<file path="src/rtl/arb_pkg.sv">
// -----------------------------------------------------------------------------
// arb_pkg
// Shared types and helpers for the round-robin arbiter.
//   arb_state_e   : arbiter state (IDLE = no grant held, BUSY = one port granted)
//   MAX_PORTS     : widest one-hot vector onehot_to_idx can decode
//   onehot_to_idx : binary index of the set bit of a one-hot vector (0 if none)
// -----------------------------------------------------------------------------
package arb_pkg;

  typedef enum logic {
    IDLE = 1'b0,
    BUSY = 1'b1
  } arb_state_e;

  localparam int MAX_PORTS = 64;

  function automatic int onehot_to_idx(input logic [MAX_PORTS-1:0] onehot);
    int idx;
    idx = 0;
    for (int i = 0; i < MAX_PORTS; i++) begin
      if (onehot[i]) idx = i;
    end
    return idx;
  endfunction

endpackage

</file>
<file path="src/rtl/fixed_priority_arbiter.sv">
// -----------------------------------------------------------------------------
// fixed_priority_arbiter
// Combinational fixed-priority pick: the lowest-numbered active request wins.
//   req   [W-1:0] in  : request vector
//   gnt   [W-1:0] out : one-hot winner (all-zero when no request)
//   found         out : at least one request active
// -----------------------------------------------------------------------------
module fixed_priority_arbiter #(
  parameter int W = 4
) (
  input  logic [W-1:0] req,
  output logic [W-1:0] gnt,
  output logic         found
);

  // Two's-complement trick isolates the lowest set bit.
  assign gnt   = req & (~req + W'(1));
  assign found = |req;

endmodule

</file>
<file path="src/rtl/rr_priority_pick.sv">
// -----------------------------------------------------------------------------
// rr_priority_pick
// Combinational rotated-priority search starting at ptr and wrapping around.
// The upper half of the search (ports >= ptr) is tried first via a masked
// fixed-priority pick; if empty, the unmasked pick covers the wrapped part.
//   requests [N-1:0]     in  : request vector
//   ptr      [IDX_W-1:0] in  : highest-priority port
//   winner   [N-1:0]     out : one-hot winner (all-zero when none)
//   found                out : some request is active
// -----------------------------------------------------------------------------
module rr_priority_pick #(
  parameter int NUM_PORTS = 4,
  parameter int IDX_W     = 2
) (
  input  logic [NUM_PORTS-1:0] requests,
  input  logic [IDX_W-1:0]     ptr,
  output logic [NUM_PORTS-1:0] winner,
  output logic                 found
);

  logic [NUM_PORTS-1:0] mask;
  logic [NUM_PORTS-1:0] masked_req;
  logic [NUM_PORTS-1:0] masked_gnt;
  logic [NUM_PORTS-1:0] unmasked_gnt;
  logic                 masked_found;
  logic                 unmasked_found;

  for (genvar gi = 0; gi < NUM_PORTS; gi++) begin : g_mask
    assign mask[gi] = (ptr <= IDX_W'(gi));
  end

  assign masked_req = requests & mask;

  fixed_priority_arbiter #(.W(NUM_PORTS)) u_masked (
    .req   (masked_req),
    .gnt   (masked_gnt),
    .found (masked_found)
  );

  fixed_priority_arbiter #(.W(NUM_PORTS)) u_unmasked (
    .req   (requests),
    .gnt   (unmasked_gnt),
    .found (unmasked_found)
  );

  assign winner = masked_found ? masked_gnt : unmasked_gnt;
  assign found  = unmasked_found;

endmodule

</file>
<file path="src/rtl/round_robin_arbiter.sv">
// -----------------------------------------------------------------------------
// round_robin_arbiter
// Registered rotating-priority arbiter with ready handshake and burst lock.
//   clk         in  : clock
//   rst_n       in  : asynchronous active-low reset
//   requests    in  : per-port request, held until served
//   locks       in  : per-port burst lock, only looked at for the granted port
//   ready       in  : downstream accepts the granted beat this cycle
//   grants      out : registered one-hot grant or zero
//   grant_valid out : OR of grants
//   grant_index out : binary index of granted port, 0 when none
// Optional build macro ARB_HOLD_TIMEOUT_EN: bounds a locked burst to MAX_HOLD
// transfers, after which the lock is ignored and normal re-arbitration runs.
// -----------------------------------------------------------------------------
module round_robin_arbiter
  import arb_pkg::*;
#(
  parameter  int NUM_PORTS = 4,
  parameter  int MAX_HOLD  = 16,
  localparam int IDX_W     = (NUM_PORTS > 1) ? $clog2(NUM_PORTS) : 1
) (
  input  logic                 clk,
  input  logic                 rst_n,
  input  logic [NUM_PORTS-1:0] requests,
  input  logic [NUM_PORTS-1:0] locks,
  input  logic                 ready,
  output logic [NUM_PORTS-1:0] grants,
  output logic                 grant_valid,
  output logic [IDX_W-1:0]     grant_index
);

  arb_state_e           state_q, state_d;
  logic [NUM_PORTS-1:0] grants_q, grants_d;
  logic                 grant_valid_q, grant_valid_d;
  logic [IDX_W-1:0]     grant_index_q, grant_index_d;
  logic [IDX_W-1:0]     ptr_q, ptr_d;

`ifdef ARB_HOLD_TIMEOUT_EN
  localparam int HOLD_W = $clog2(MAX_HOLD + 1);
  logic [HOLD_W-1:0]    hold_cnt_q, hold_cnt_d;
`endif

  logic [NUM_PORTS-1:0] winner;
  logic                 found;
  logic [IDX_W-1:0]     winner_idx;
  logic [IDX_W-1:0]     next_ptr;
  logic                 granted_req;
  logic                 lock_eff;
  logic                 rearb;
  logic                 release_grant;

  rr_priority_pick #(.NUM_PORTS(NUM_PORTS), .IDX_W(IDX_W)) u_pick (
    .requests (requests),
    .ptr      (ptr_q),
    .winner   (winner),
    .found    (found)
  );

  always_comb begin
    winner_idx = IDX_W'(onehot_to_idx(MAX_PORTS'(winner)));
    // Pointer moves just past the winner so it becomes lowest priority.
    if (winner_idx == IDX_W'(NUM_PORTS - 1)) next_ptr = '0;
    else                                     next_ptr = winner_idx + 1'b1;
  end

  assign granted_req = |(requests & grants_q);

  always_comb begin
    lock_eff = |(locks & grants_q);
`ifdef ARB_HOLD_TIMEOUT_EN
    // Last allowed locked transfer: behave as if the lock were released.
    if (hold_cnt_q == HOLD_W'(MAX_HOLD - 1)) lock_eff = 1'b0;
`endif
  end

  always_comb begin
    state_d       = state_q;
    grants_d      = grants_q;
    grant_valid_d = grant_valid_q;
    grant_index_d = grant_index_q;
    ptr_d         = ptr_q;
`ifdef ARB_HOLD_TIMEOUT_EN
    hold_cnt_d    = hold_cnt_q;
`endif
    rearb         = 1'b0;
    release_grant = 1'b0;

    case (state_q)
      IDLE: rearb = 1'b1;
      BUSY: begin
        if (ready) begin
          if (lock_eff) begin
`ifdef ARB_HOLD_TIMEOUT_EN
            hold_cnt_d = hold_cnt_q + 1'b1;
`endif
          end else begin
            rearb = 1'b1;
          end
        end else if (!granted_req) begin
          // Requester gave up before the beat was accepted.
          release_grant = 1'b1;
        end
      end
      default: release_grant = 1'b1;
    endcase

    if (rearb) begin
      if (found) begin
        state_d       = BUSY;
        grants_d      = winner;
        grant_valid_d = 1'b1;
        grant_index_d = winner_idx;
        ptr_d         = next_ptr;
`ifdef ARB_HOLD_TIMEOUT_EN
        hold_cnt_d    = '0;
`endif
      end else begin
        release_grant = 1'b1;
      end
    end

    if (release_grant) begin
      state_d       = IDLE;
      grants_d      = '0;
      grant_valid_d = 1'b0;
      grant_index_d = '0;
`ifdef ARB_HOLD_TIMEOUT_EN
      hold_cnt_d    = '0;
`endif
    end
  end

  always_ff @(posedge clk or negedge rst_n) begin
    if (!rst_n) begin
      state_q       <= IDLE;
      grants_q      <= '0;
      grant_valid_q <= 1'b0;
      grant_index_q <= '0;
      ptr_q         <= '0;
`ifdef ARB_HOLD_TIMEOUT_EN
      hold_cnt_q    <= '0;
`endif
    end else begin
      state_q       <= state_d;
      grants_q      <= grants_d;
      grant_valid_q <= grant_valid_d;
      grant_index_q <= grant_index_d;
      ptr_q         <= ptr_d;
`ifdef ARB_HOLD_TIMEOUT_EN
      hold_cnt_q    <= hold_cnt_d;
`endif
    end
  end

  assign grants      = grants_q;
  assign grant_valid = grant_valid_q;
  assign grant_index = grant_index_q;

endmodule
</file>
<file path="config.mk">
export PLATFORM = sky130hd
export DESIGN_NAME = round_robin_arbiter
export DESIGN_NICKNAME = d
export VERILOG_FILES = /design/src/rtl/arb_pkg.sv /design/src/rtl/fixed_priority_arbiter.sv /design/src/rtl/rr_priority_pick.sv /design/src/rtl/round_robin_arbiter.sv
export SDC_FILE = /design/constraint.sdc
export NUM_CORES = 1
export LEC_CHECK = 0
export ABC_AREA = 1
export ABC_CLOCK_PERIOD_IN_PS = 1100
export BUFFER_PORTS_ARGS = -buffer_cell sky130_fd_sc_hd__buf_2
export CORE_UTILIZATION = 43
export CTS_CLUSTER_DIAMETER = 150
export DETAILED_ROUTE_END_ITERATION = 12
export GPL_TIMING_DRIVEN = 0
export PLACE_DENSITY = 0.7
export SYNTH_ARGS = -nofsm -noshare
export SYNTH_HDL_FRONTEND = slang
export SYNTH_SLANG_ARGS = --single-unit
</file>
<file path="constraint.sdc">
create_clock -name clk -period 1.1 [get_ports clk]
set_input_delay 0.33 -clock clk [delete_from_list [all_inputs] [get_ports clk]]
set_output_delay 0.33 -clock clk [all_outputs]
set_load 0.005 [all_outputs]
</file>
* After elaboration in Yosys (flattened, before gate mapping)
Cells that the tools add are included.
** Word-level totals
- Input port bits :: 11
- Word-level logic and storage cells :: 50
- Output and inout port bits :: 7
- Flip-flop bits (word level) :: 9
** Cells by class
- Reduce and logical (&&, ||, !) cells :: 8
- Bitwise gates (word level) :: 8
- Muxes and demuxes :: 22
- $add $sub $neg :: 3
- Equal/unequal tests :: 1
- Order comparisons :: 4
** Operators by type and width (count)
- $and A4 B4 Y4 :: 5
- $mux W4 :: 4
- $reduce_or A4 Y1 :: 4
- $mux W2 :: 6
- $mux W1 :: 11
- $add A4 B1 Y4 const B :: 2
- $not A4 Y4 :: 2
- $le A2 B1 Y1 const B :: 2
- $le A2 B2 Y1 const B :: 2
- $reduce_and A2 Y1 :: 2
- $reduce_bool A2 Y1 :: 2
- $add A2 B1 Y2 const B :: 1
- $eq A2 B2 Y1 const B :: 1
- $pmux W1 S2 :: 1
- $not A1 Y1 :: 1

* Depth between registers and ports, before layout
Gate-level depths: netlist (run 1).
- Word-level depth :: 12
- Mapped depth :: 8
- Depth with buffers taken out :: 8

* Hierarchy
Synthesis (run 1) repeated with hierarchy kept, for this count alone.
** Second synthesis, totals
- Cells, all modules :: 107
- Area, all modules :: 654.4 um^2
** Modules (own cells, without submodules)
- round_robin_arbiter :: sequential area each 225.2 um^2, instances 1, cells an instance 67, area an instance 485.5 um^2
- fixed_priority_arbiter :: sequential area each 0.0 um^2, instances 2, cells an instance 10, area an instance 46.3 um^2
- rr_priority_pick :: sequential area each 0.0 um^2, instances 1, cells an instance 20, area an instance 76.3 um^2

* Worst setup path before layout (run 1)
Ideal clock, no wire load.
- Path kind :: register -> register
- From :: register grants_q[1] (netlist: grants[1])
- To :: register ptr_q[0]
- Slack :: 0.042 ns
- Period minus slack after synthesis :: 1.058 ns
- Arrival time :: 0.940 ns
- Required time :: 0.983 ns
- Stages on the path, launching flop included :: 7
- Buffers on the path :: 0
- Library setup time :: 0.117 ns
- Cells stage by stage :: dfrtp_1 -> nand2_1 -> nand3_2 -> o21ai_2 -> nand2_4 -> nand2_1 -> o21ai_2
** On the way
- Longest elaborated chain between the ends :: 6
** Ends and longest elaborated chain
- start: declaration :: line round_robin_arbiter.sv:33 : logic [NUM_PORTS-1:0] grants_q, grants_d;
- start signal: assignment :: line round_robin_arbiter.sv:145 : grants_q <= grants_d;
- $and A4 B4 Y4 :: line round_robin_arbiter.sv:69 : lock_eff = |(locks & grants_q);
- $reduce_or A4 Y1 :: line round_robin_arbiter.sv:69
- $mux W1 :: line round_robin_arbiter.sv:92 : if (lock_eff) begin
- $mux W1 :: line round_robin_arbiter.sv:91 : if (ready) begin
- $pmux W1 S2 :: line round_robin_arbiter.sv:88 : case (state_q)
- $reduce_and A2 Y1 (no source line)
- end signal: assignment :: line round_robin_arbiter.sv:148 : ptr_q <= ptr_d;
- end: declaration :: line round_robin_arbiter.sv:36 : logic [IDX_W-1:0] ptr_q, ptr_d;
No other way between the ends.
A chain may end at the register's enable or synchronous reset.

* Worst setup path in the final report (run 1)
Same ends and word-level chain as after synthesis.

==> results of run 1 <==
cells by family (layout without fill, tap and decap cells):
group / after synthesis / count (layout) / synth area share (%)
DFF: 9 / 9 / 38.4
AOI/OAI and AO/OA: 5 / 5 / 5.54
and+or+nand+nor: 63 / 63 / 50.3
buffers and inverters: 9 / 37 / 5.76
power groups by stage:
stage	registers [mW]	logic, mW	clock network [mW]
after floorplan	0.620	0.636	0
after global placement	0.630	0.895	0
after detailed placement	0.634	0.910	0
after CTS	0.626	1.09	0.254
after global routing	0.688	1.34	0.276
final	0.667	1.21	0.244
worst paths after layout:
kind | startpoint | end | slack [ns] | cells past startpoint
worst max-delay path | grants[1] | ptr_q[0] | -0.05 | 6
worst min register to register | grant_index[1] | grant_index[1] | 0.50 | 2
worst max register to register | grants[1] | ptr_q[0] | -0.05 | 6
max in group asynchronous | rst_n | ptr_q[0] | 0.45 | 2
worst min-delay path | rst_n | grant_index[0] | 0.46 | 2
min in group clk | ready | grant_valid | 0.50 | 5
repair_timing:
item,in CTS,in global routing
resized for setup,7,11
endpoints found under the hold margin,9,0
hold buffers,1,0
setup endpoints to repair,11,15
buffers inserted,4,2
pin swaps,7,3
worst max-delay path: cells and delay by family, from the launching register on:
family             cells  cell delay (ns)
AOI/OAI and AO/OA      2             0.24
DFF                    1             0.42
and+or+nand+nor        4             0.39
Yosys cell counts:
master,count,area share [%]
nand2_2,4,4.3
nor3_1,1,0.85
a21oi_1,2,1.7
nor2_1,8,5.1
nand3_2,3,5.1
nand2_4,1,1.9
dfrtp_1,9,38
inv_1,6,3.8
nand3_1,13,11
nand2_1,31,20
nand4_1,1,1.1
clkinv_1,1,0.64
inv_2,2,1.3
nor2_2,1,1.1
o21ai_2,2,3.0
o21ai_0,1,0.85
per-stage QoR:
step / setup TNS, ns / worst slack (ns) / power, mW
3_5_place_dp: -0.592 / -0.113 / 1.54
3_3_place_gp: -0.577 / -0.111 / 1.52
2_1_floorplan: 0 / 0.0425 / 1.26
4_1_cts: -0.343 / -0.0389 / 1.97
6_report: -0.435 / -0.0520 / 2.12
5_1_grt: -1.12 / -0.117 / 2.30
sequential cells by signal, indices dropped and copies added, names as in the netlist:
register / count
grant_valid: 1
grants: 4
grant_index: 2
ptr_q: 2
layout by cell type (no fill, tap or decap), drive strengths merged:
master       count
buf             23
o21ai            3
nand2           36
nor3             1
inv              9
a21oi            2
clkbuf           4
nor2             9
dlygate4sd3      1
dfrtp            9
nand4            1
nand3           16
routing by layer:
layer	vias up	GRT usage, %
li1	333	-
met1	288	28.3
met2	18	34.6
met3	2	3.47
met4	0	7.76
met5	-	0
cell type report:
class	count	area, sq um	area share, %
Sequential cell	9	228	27.7
Clock buffer	4	26.3	3.19
Tap cell	14	17.5	2.13
Multi-Input combinational cell	68	375	45.6
Inverter	9	36.3	4.41
Timing Repair Buffer	24	140	17.0
==> impl_metrics.ini, run 1 <==
[placement]
dp_cells = 117
hpwlAfterDp_um = 1040
dpl-instance-area_sq_um = 689
place.gp.congestion = 0.763
port_buffers = 17

[clock_tree]
cts_tree = built
path_clk_slew_ns = 0.06
numClockSinks = 9
cts-root-to-sink-buffers = 2
cts_inserted_buffers = 3
clk_latency_ns = 0.25
cts_max_level = 1
root_buffer = clkbuf_4

[sta]
worst_pin_slew_ns = 0.199
fin_crit_sh_pct = 105
hold_viol = 0
setup_viol = 13
slew_headroom_pct = 86.6
fmax_mhz = 868
holdWs_ns = 0.460
fin_crit_ns = 1.15
fin_skew_ns = 0.00102
slew_violations = 0
timing.final.ws_setup_ns = -0.0520
rsz0062_at_grt = yes

[power]
comb_power_share_pct = 57.1
switchingPower_uw = 964
seq_power_share_pct = 31.4
swShare_pct = 45.4
p_per_area_nw_per_um2 = 2580
p_leak_nw = 0.476
p_int_mw = 1.16
p_clk_share_pct = 11.5
ir_worst_vdd_uv = 1370

[yosys]
synth-seq-cells = 9
avgSynthCellArea_sq_um = 6.82
ys_seq_area_share_pct = 38.4
synth_nets = 97
syn_inst = 86
synth_warnings = 0
synth_area_sq_um = 587
yosysUniqueCellTypes = 16

[global_route]
grt_pass1_vias = 509
grt.overflow.total = 0
grt_pass1_wl_um = 2180
grt_use_total_pct = 21.3
antenna_found_initial = 0
grt_max_degree = 10

[route]
wl_per_cell_um = 11.6
drc_errors = 0
postRouteAntennaNets = 0
drtIter0Drc = 11
viasPerCell = 5.01
vias = 641
route.met2.wl_um = 669
route.met3.wl_um = 45
wl_met1_um = 756
wirelength_um = 1480
top_layer_used = met4
drtPass1Iterations = 3

[floorplanning]
num_io_pins = 18
dieArea_sq_um = 1520
die_w_um = 38.9
rows = 12
start_util_pct = 49.5
die_y_um = 38.9
core_area_sq_um = 1190

[critical_path]
worstSetupPathType = reg2reg
startpoint_type = flop
slowest_delay_ns = 0.42
end_kind = flop
cp_cell_sequence = nand2_1 > nand3_2 > o21ai_4 > nand2_4 > nand2_2 > o21ai_2
cp_data_required_time_ns = 1.24
cp_max_fo = 5
critPathSlowestCell = dfrtp_1
worstPathArrival_ns = 1.29

[run_status]
violations = negative setup slack
status = complete, but fails checks

[cells_and_area]
postLayoutCellArea_sq_um = 823
fin_util_pct = 69.4
fill_cells = 108
nets = 126
area_growth_pct = 40.3
final_cells = 128
drive_gt1_share_pct = 45.6
antenna_cells = 0

[hold_path]
min_path_type = in2async

[job]
drv_cap = 0
Power figures use the tool's default switching activity.
==> inputs of run 2 (changes only) <==
--- a/config.mk
+++ b/config.mk
@@ -11,7 +11,6 @@
 export CORE_UTILIZATION = 43
 export CTS_CLUSTER_DIAMETER = 150
 export DETAILED_ROUTE_END_ITERATION = 12
-export GPL_TIMING_DRIVEN = 0
 export PLACE_DENSITY = 0.7
 export SYNTH_ARGS = -nofsm -noshare
 export SYNTH_HDL_FRONTEND = slang
==> impl_metrics.ini, run 2 (synthesized netlist as in run 1, its figures left out) <==
[global_route]
grt_max_degree = 10
grt_pass1_wl_um = 2370
gr-usage-met3_pct = 4.05
grtUsageMet1_pct = 25.5
grt_pass1_vias = 638
grt.overflow.total = 0
antenna_found_initial = 0
grt_use_total_pct = 23.8
busiest_layer = met2
met2_usage_pct = 42.5

[clock_tree]
clk_latency_ns = 0.25
cts-root-to-sink-buffers = 2
cts_inserted_buffers = 3
numClockSinks = 9
cts_max_level = 1
root_buffer = clkbuf_4
path_clk_slew_ns = 0.06
cts_tree = built

[floorplanning]
rows = 12
core_area_sq_um = 1190
dieArea_sq_um = 1520
start_util_pct = 49.5
num_io_pins = 18
die_w_um = 38.9
die_y_um = 38.9

[placement]
place.gp.congestion = 0.800
hpwlAfterDp_um = 1100
port_buffers = 17

[route]
vias = 693
drc_errors = 0
viasPerCell = 5.13
postRouteAntennaNets = 0
wl_per_cell_um = 12.6
drtPass1Iterations = 5
drtIter0Drc = 12
wirelength_um = 1700

[sta]
hold_viol = 0
timing.final.ws_setup_ns = -0.164
rsz0062_at_grt = yes
fin_crit_sh_pct = 115
worst_pin_slew_ns = 0.230
slew_headroom_pct = 84.5
fin_skew_ns = 0.00256
fin_crit_ns = 1.26
slew_violations = 0
setup_viol = 14
fmax_mhz = 791

[power]
p_per_area_nw_per_um2 = 2640
switchingPower_mw = 1.10
ir_worst_vdd_uv = 1530
p_leak_nw = 0.515
p_int_mw = 1.33
p_total_mw = 2.43
p_clk_share_pct = 10.1
seq_power_share_pct = 26.6
swShare_pct = 45.2
comb_power_share_pct = 63.3

[cells_and_area]
drive_gt1_share_pct = 55.4
area_growth_pct = 56.9
fill_cells = 83
nets = 133
fin_util_pct = 77.6
layout_commonest_cell = nand2_1
largest_register_ff_count = 4
antenna_cells = 0
final_cell_mix = 20 x nand2_1, 16 x buf_2, 15 x nand2_2

[critical_path]
slowest_delay_ns = 0.42
cp_data_required_time_ns = 0.77
worstPathArrival_ns = 0.93
path_buf_inv = 2
cp_max_fo = 3
critPathSlowestCell = dfrtp_1
worstSetupPathType = reg2out
end_kind = output port
cp_cell_sequence = buf_4 > buf_2
startpoint_type = flop
crit_family = flip-flops

[hold_path]
min_path_type = in2async

[run_status]
status = complete, but fails checks
violations = negative setup slack

[job]
drv_cap = 0
==> run 2: changes by cell type in the layout (fill, tap and decap cells not counted), sizes merged <==
cell / delta
buf: +7
clkinv: +1
inv: -1
==> run 2: final timing paths <==
check,startpoint,end,slack [ns],cells past startpoint
min in group clk,ready,grant_valid,0.52,5
min,rst_n,grants[2],0.45,2
max in group asynchronous,rst_n,grant_valid,0.47,2
min reg2reg,grant_index[1],grant_index[1],0.53,2
max,grants[1],grants[1],-0.16,2
max reg2reg,grants[1],ptr_q[1],-0.12,7
==> run 2: area by class of cell <==
cell class / instances / area (sq um) / area share, %
flip-flops and latches: 9 / 225 / 24.5
multi-input cells: 68 / 412 / 44.7
well taps: 14 / 17.5 / 1.90
clock buffers: 4 / 26.3 / 2.85
repair buffers: 31 / 203 / 22.0
inverters: 9 / 37.5 / 4.08
==> run 2: stage by stage <==
step	instances	worst slack [ns]	hold WS (ns)	instance area, sq um	TNS (ns)
floorplan	86	0.0425	0.0344	587	0
global placement	121	-0.0991	0.190	719	-0.490
finish	135	-0.164	0.450	921	-1.33
detailed placement	121	-0.111	0.187	719	-0.563
global route	135	-0.204	0.467	921	-2.15
CTS	132	-0.125	0.443	876	-0.761
==> run 2: routing by layer <==
layer  up-vias  wire length (um)
li1        344                 -
met1       313               733
met4         0                38
met2        32               836
met3         4                86
met5         -                 0
==> run 2: power by group through the flow <==
stage	sequential [mW]	combinational [mW]	clock [mW]
after detailed placement	0.643	0.964	0
final	0.648	1.54	0.246
after floorplan	0.620	0.636	0
after CTS	0.643	1.32	0.256
after global placement	0.631	0.946	0
after global routing	0.664	1.66	0.268
==> run 2: repair_timing <==
| action | CTS | global route |
|---|---|---|
| setup buffers | 6 | 3 |
| gates resized for setup | 20 | 7 |
| hold buffers | 1 | 0 |
| endpoints found under the hold margin | 9 | 0 |
| pin swaps | 5 | 8 |
| setup endpoints to repair | 14 | 16 |
==> inputs of run 3 (changes only) <==
--- a/config.mk
+++ b/config.mk
@@ -8,10 +8,11 @@
 export ABC_AREA = 1
 export ABC_CLOCK_PERIOD_IN_PS = 1100
 export BUFFER_PORTS_ARGS = -buffer_cell sky130_fd_sc_hd__buf_2
-export CORE_UTILIZATION = 43
+export CORE_UTILIZATION = 44
 export CTS_CLUSTER_DIAMETER = 150
 export DETAILED_ROUTE_END_ITERATION = 12
-export PLACE_DENSITY = 0.7
+export PLACE_DENSITY = 0.71
 export SYNTH_ARGS = -nofsm -noshare
 export SYNTH_HDL_FRONTEND = slang
+export SYNTH_HIERARCHICAL = 1
 export SYNTH_SLANG_ARGS = --single-unit
==> impl_metrics.ini, run 3 <==
[run_status]
status = complete, but fails checks
violations = negative setup slack

[critical_path]
cp_data_required_time_ns = 1.25
rr_worst_depth = 12
startpoint_type = flop
reg2reg_to = grant_index[0]
slowest_delay_ns = 0.38
worstSetupPathType = reg2reg
r2r_slack_ns = -0.40
r2r_start = ptr_q[1]
cp_max_fo = 5
cp_cell_sequence = inv_1 > nand2_1 > nor2_2 > nor2_2 > nand3_2 > inv_2 > nand2_2 > nand2_4 > inv_2 > a21oi_2 > nand3b_1 > nand2_1
worstPathArrival_ns = 1.65
end_kind = flop
critPathSlowestCell = dfrtp_1
cp-endpoint = grant_index[0]
startpoint = ptr_q[1]

[clock_tree]
numClockSinks = 9
root_buffer = clkbuf_4
cts-root-to-sink-buffers = 2
clk_latency_ns = 0.27
cts_max_level = 1
path_clk_slew_ns = 0.06
cts_tree = built
cts_inserted_buffers = 3

[route]
viasPerCell = 4.69
wl_per_cell_um = 10.6
wirelength_um = 1660
drtPass1Iterations = 4
vias = 736
postRouteAntennaNets = 0
drtIter0Drc = 16
drc_errors = 0

[yosys]
ys_seq_area_share_pct = 34.4
yosysTopAreaCellShare_pct = 34.4
synth_area_sq_um = 654
synth_nets = 118
synth_edf_count = 0
avgSynthCellArea_sq_um = 6.12
synth.most_common_cell = nand2_1
yosysUniqueCellTypes = 17
synth_flop_cell = dfrtp_1
yosys-top-cells-count = 39 x nand2_1, 17 x inv_1, 14 x nand3_1
async_flop_share_pct = 100
synth_warnings = 6
synth-seq-cells = 9
syn_inst = 107
yosys.area.top_type = dfrtp_1
synth_area_leaders = dfrtp_1 34%, nand2_1 22%, nand3_1 11%, inv_1 9.8%, nor2_1 6.3%

[global_route]
grt_use_total_pct = 21.3
grt_pass1_wl_um = 2220
grt.overflow.total = 0
antenna_found_initial = 0
grt_pass1_vias = 557
grt_max_degree = 11

[sta]
hold_viol = 0
worst_pin_slew_ns = 0.211
slew_violations = 0
setup_viol = 14
fin_crit_sh_pct = 136
slew_headroom_pct = 85.9
fmax_mhz = 669
rsz0062_at_grt = yes
fin_skew_ns = 0.00718
timing.final.ws_setup_ns = -0.395
fin_crit_ns = 1.50

[power]
p_leak_nw = 0.589
ir_worst_vdd_uv = 1320
p_per_area_nw_per_um2 = 2120

[placement]
place.gp.congestion = 0.807
dp_cells = 147
dp_worst_setup_slack_ns = -0.457
port_buffers = 17
hpwlAfterDp_um = 1150

[cells_and_area]
antenna_cells = 0
largest_register_ff_count = 4
seqCellArea_sq_um = 225
fill_cells = 108
multi_input_area_sq_um = 374
drive_gt1_share_pct = 38.0
final_cell_mix = 34 x nand2_1, 17 x buf_2, 16 x inv_1, 16 x buf_4, 12 x nand3_1
area_growth_pct = 43.4
layout_commonest_cell = nand2_1
fin_util_pct = 69.5
final_cells = 157
nets = 154

[floorplanning]
die_y_um = 40.6
dieArea_sq_um = 1650
start_util_pct = 48.5
num_io_pins = 18
rows = 13
die_w_um = 40.6
core_area_sq_um = 1350

[hold_path]
min_path_type = in2async

[job]
drv_cap = 0
run 3: cell types whose count changed in the layout (fill, tap and decap cells not counted), sizes merged:
cell,before,now
or2,0,1
nand3,16,14
nor2,9,13
a21boi,0,1
nand3b,0,1
nand2,36,41
nor3,1,2
o21ai,3,0
clkinv,1,0
buf,30,34
inv,8,18
run 3: where the power goes:
| part | total (mW) | internal [mW] | switching (mW) | leakage (nW) |
|---|---|---|---|---|
| clock | 0.262 | 0.140 | 0.121 | 0.0150 |
| combinational | 1.14 | 0.549 | 0.589 | 0.459 |
| sequential | 0.587 | 0.467 | 0.121 | 0.114 |
run 3: how the worst min path moves through the flow:
stage / slack, ns / endpoint
floorplan: 0.03 / grant_index[0]
global placement: 0.19 / grants[1]
finish: 0.45 / grants[1]
detailed placement: 0.19 / grants[1]
CTS: 0.44 / grants[1]
global route: 0.47 / grants[2]
run 3: logic make-up (layout without fill, tap and decap cells):
group,Yosys count,count (layout),synth area share [%]
buffers and inverters,22,57,15.1
and+or+nand+nor,73,73,47.8
AOI/OAI and AO/OA,3,3,2.68
DFF,9,9,34.4
run 3: layout make-up:
cell class,instances,area share (%)
multi-input combinational,76,39.9
sequential,9,24.0
tap,15,2.00
clock buffer,4,2.80
timing repair buffer,35,24.1
inverter,18,7.20
run 3: critical path, delay by kind of cell, from the launching register on:
family | cells | cell delay (ns)
flops | 1 | 0.38
simple gates | 8 | 0.69
compound gates | 1 | 0.13
buf+inv | 3 | 0.20
run 3: per-layer routing:
layer  up-vias  track usage, %  part of all wire (%)
met5         -               0                     0
met4         0            10.0                   1.7
met3         4            6.67                   4.9
met2        21            33.3                    47
met1       318            26.5                    46
li1        393               -                     -
run 3: timing repair:
| item | in CTS | in global routing |
|---|---|---|
| hold buffers | 1 | 0 |
| hold endpoints to repair | 9 | 0 |
| setup endpoints to repair | 15 | 16 |
| resized for setup | 6 | 4 |
| buffers inserted | 3 | 2 |
| pin swaps | 3 | 3 |
run 3: metrics by stage:
| step | total power, mW | hold WS, ns | setup TNS [ns] | instance area (sq um) |
|---|---|---|---|---|
| 3_5_place_dp | 1.53 | 0.189 | -2.62 | 832 |
| 5_1_grt | 2.16 | 0.470 | -3.95 | 938 |
| 4_1_cts | 1.89 | 0.442 | -2.72 | 905 |
| 6_report | 1.99 | 0.448 | -2.67 | 938 |
| 2_1_floorplan | 1.21 | 0.0344 | -1.38 | 669 |
| 3_3_place_gp | 1.52 | 0.189 | -2.42 | 832 |
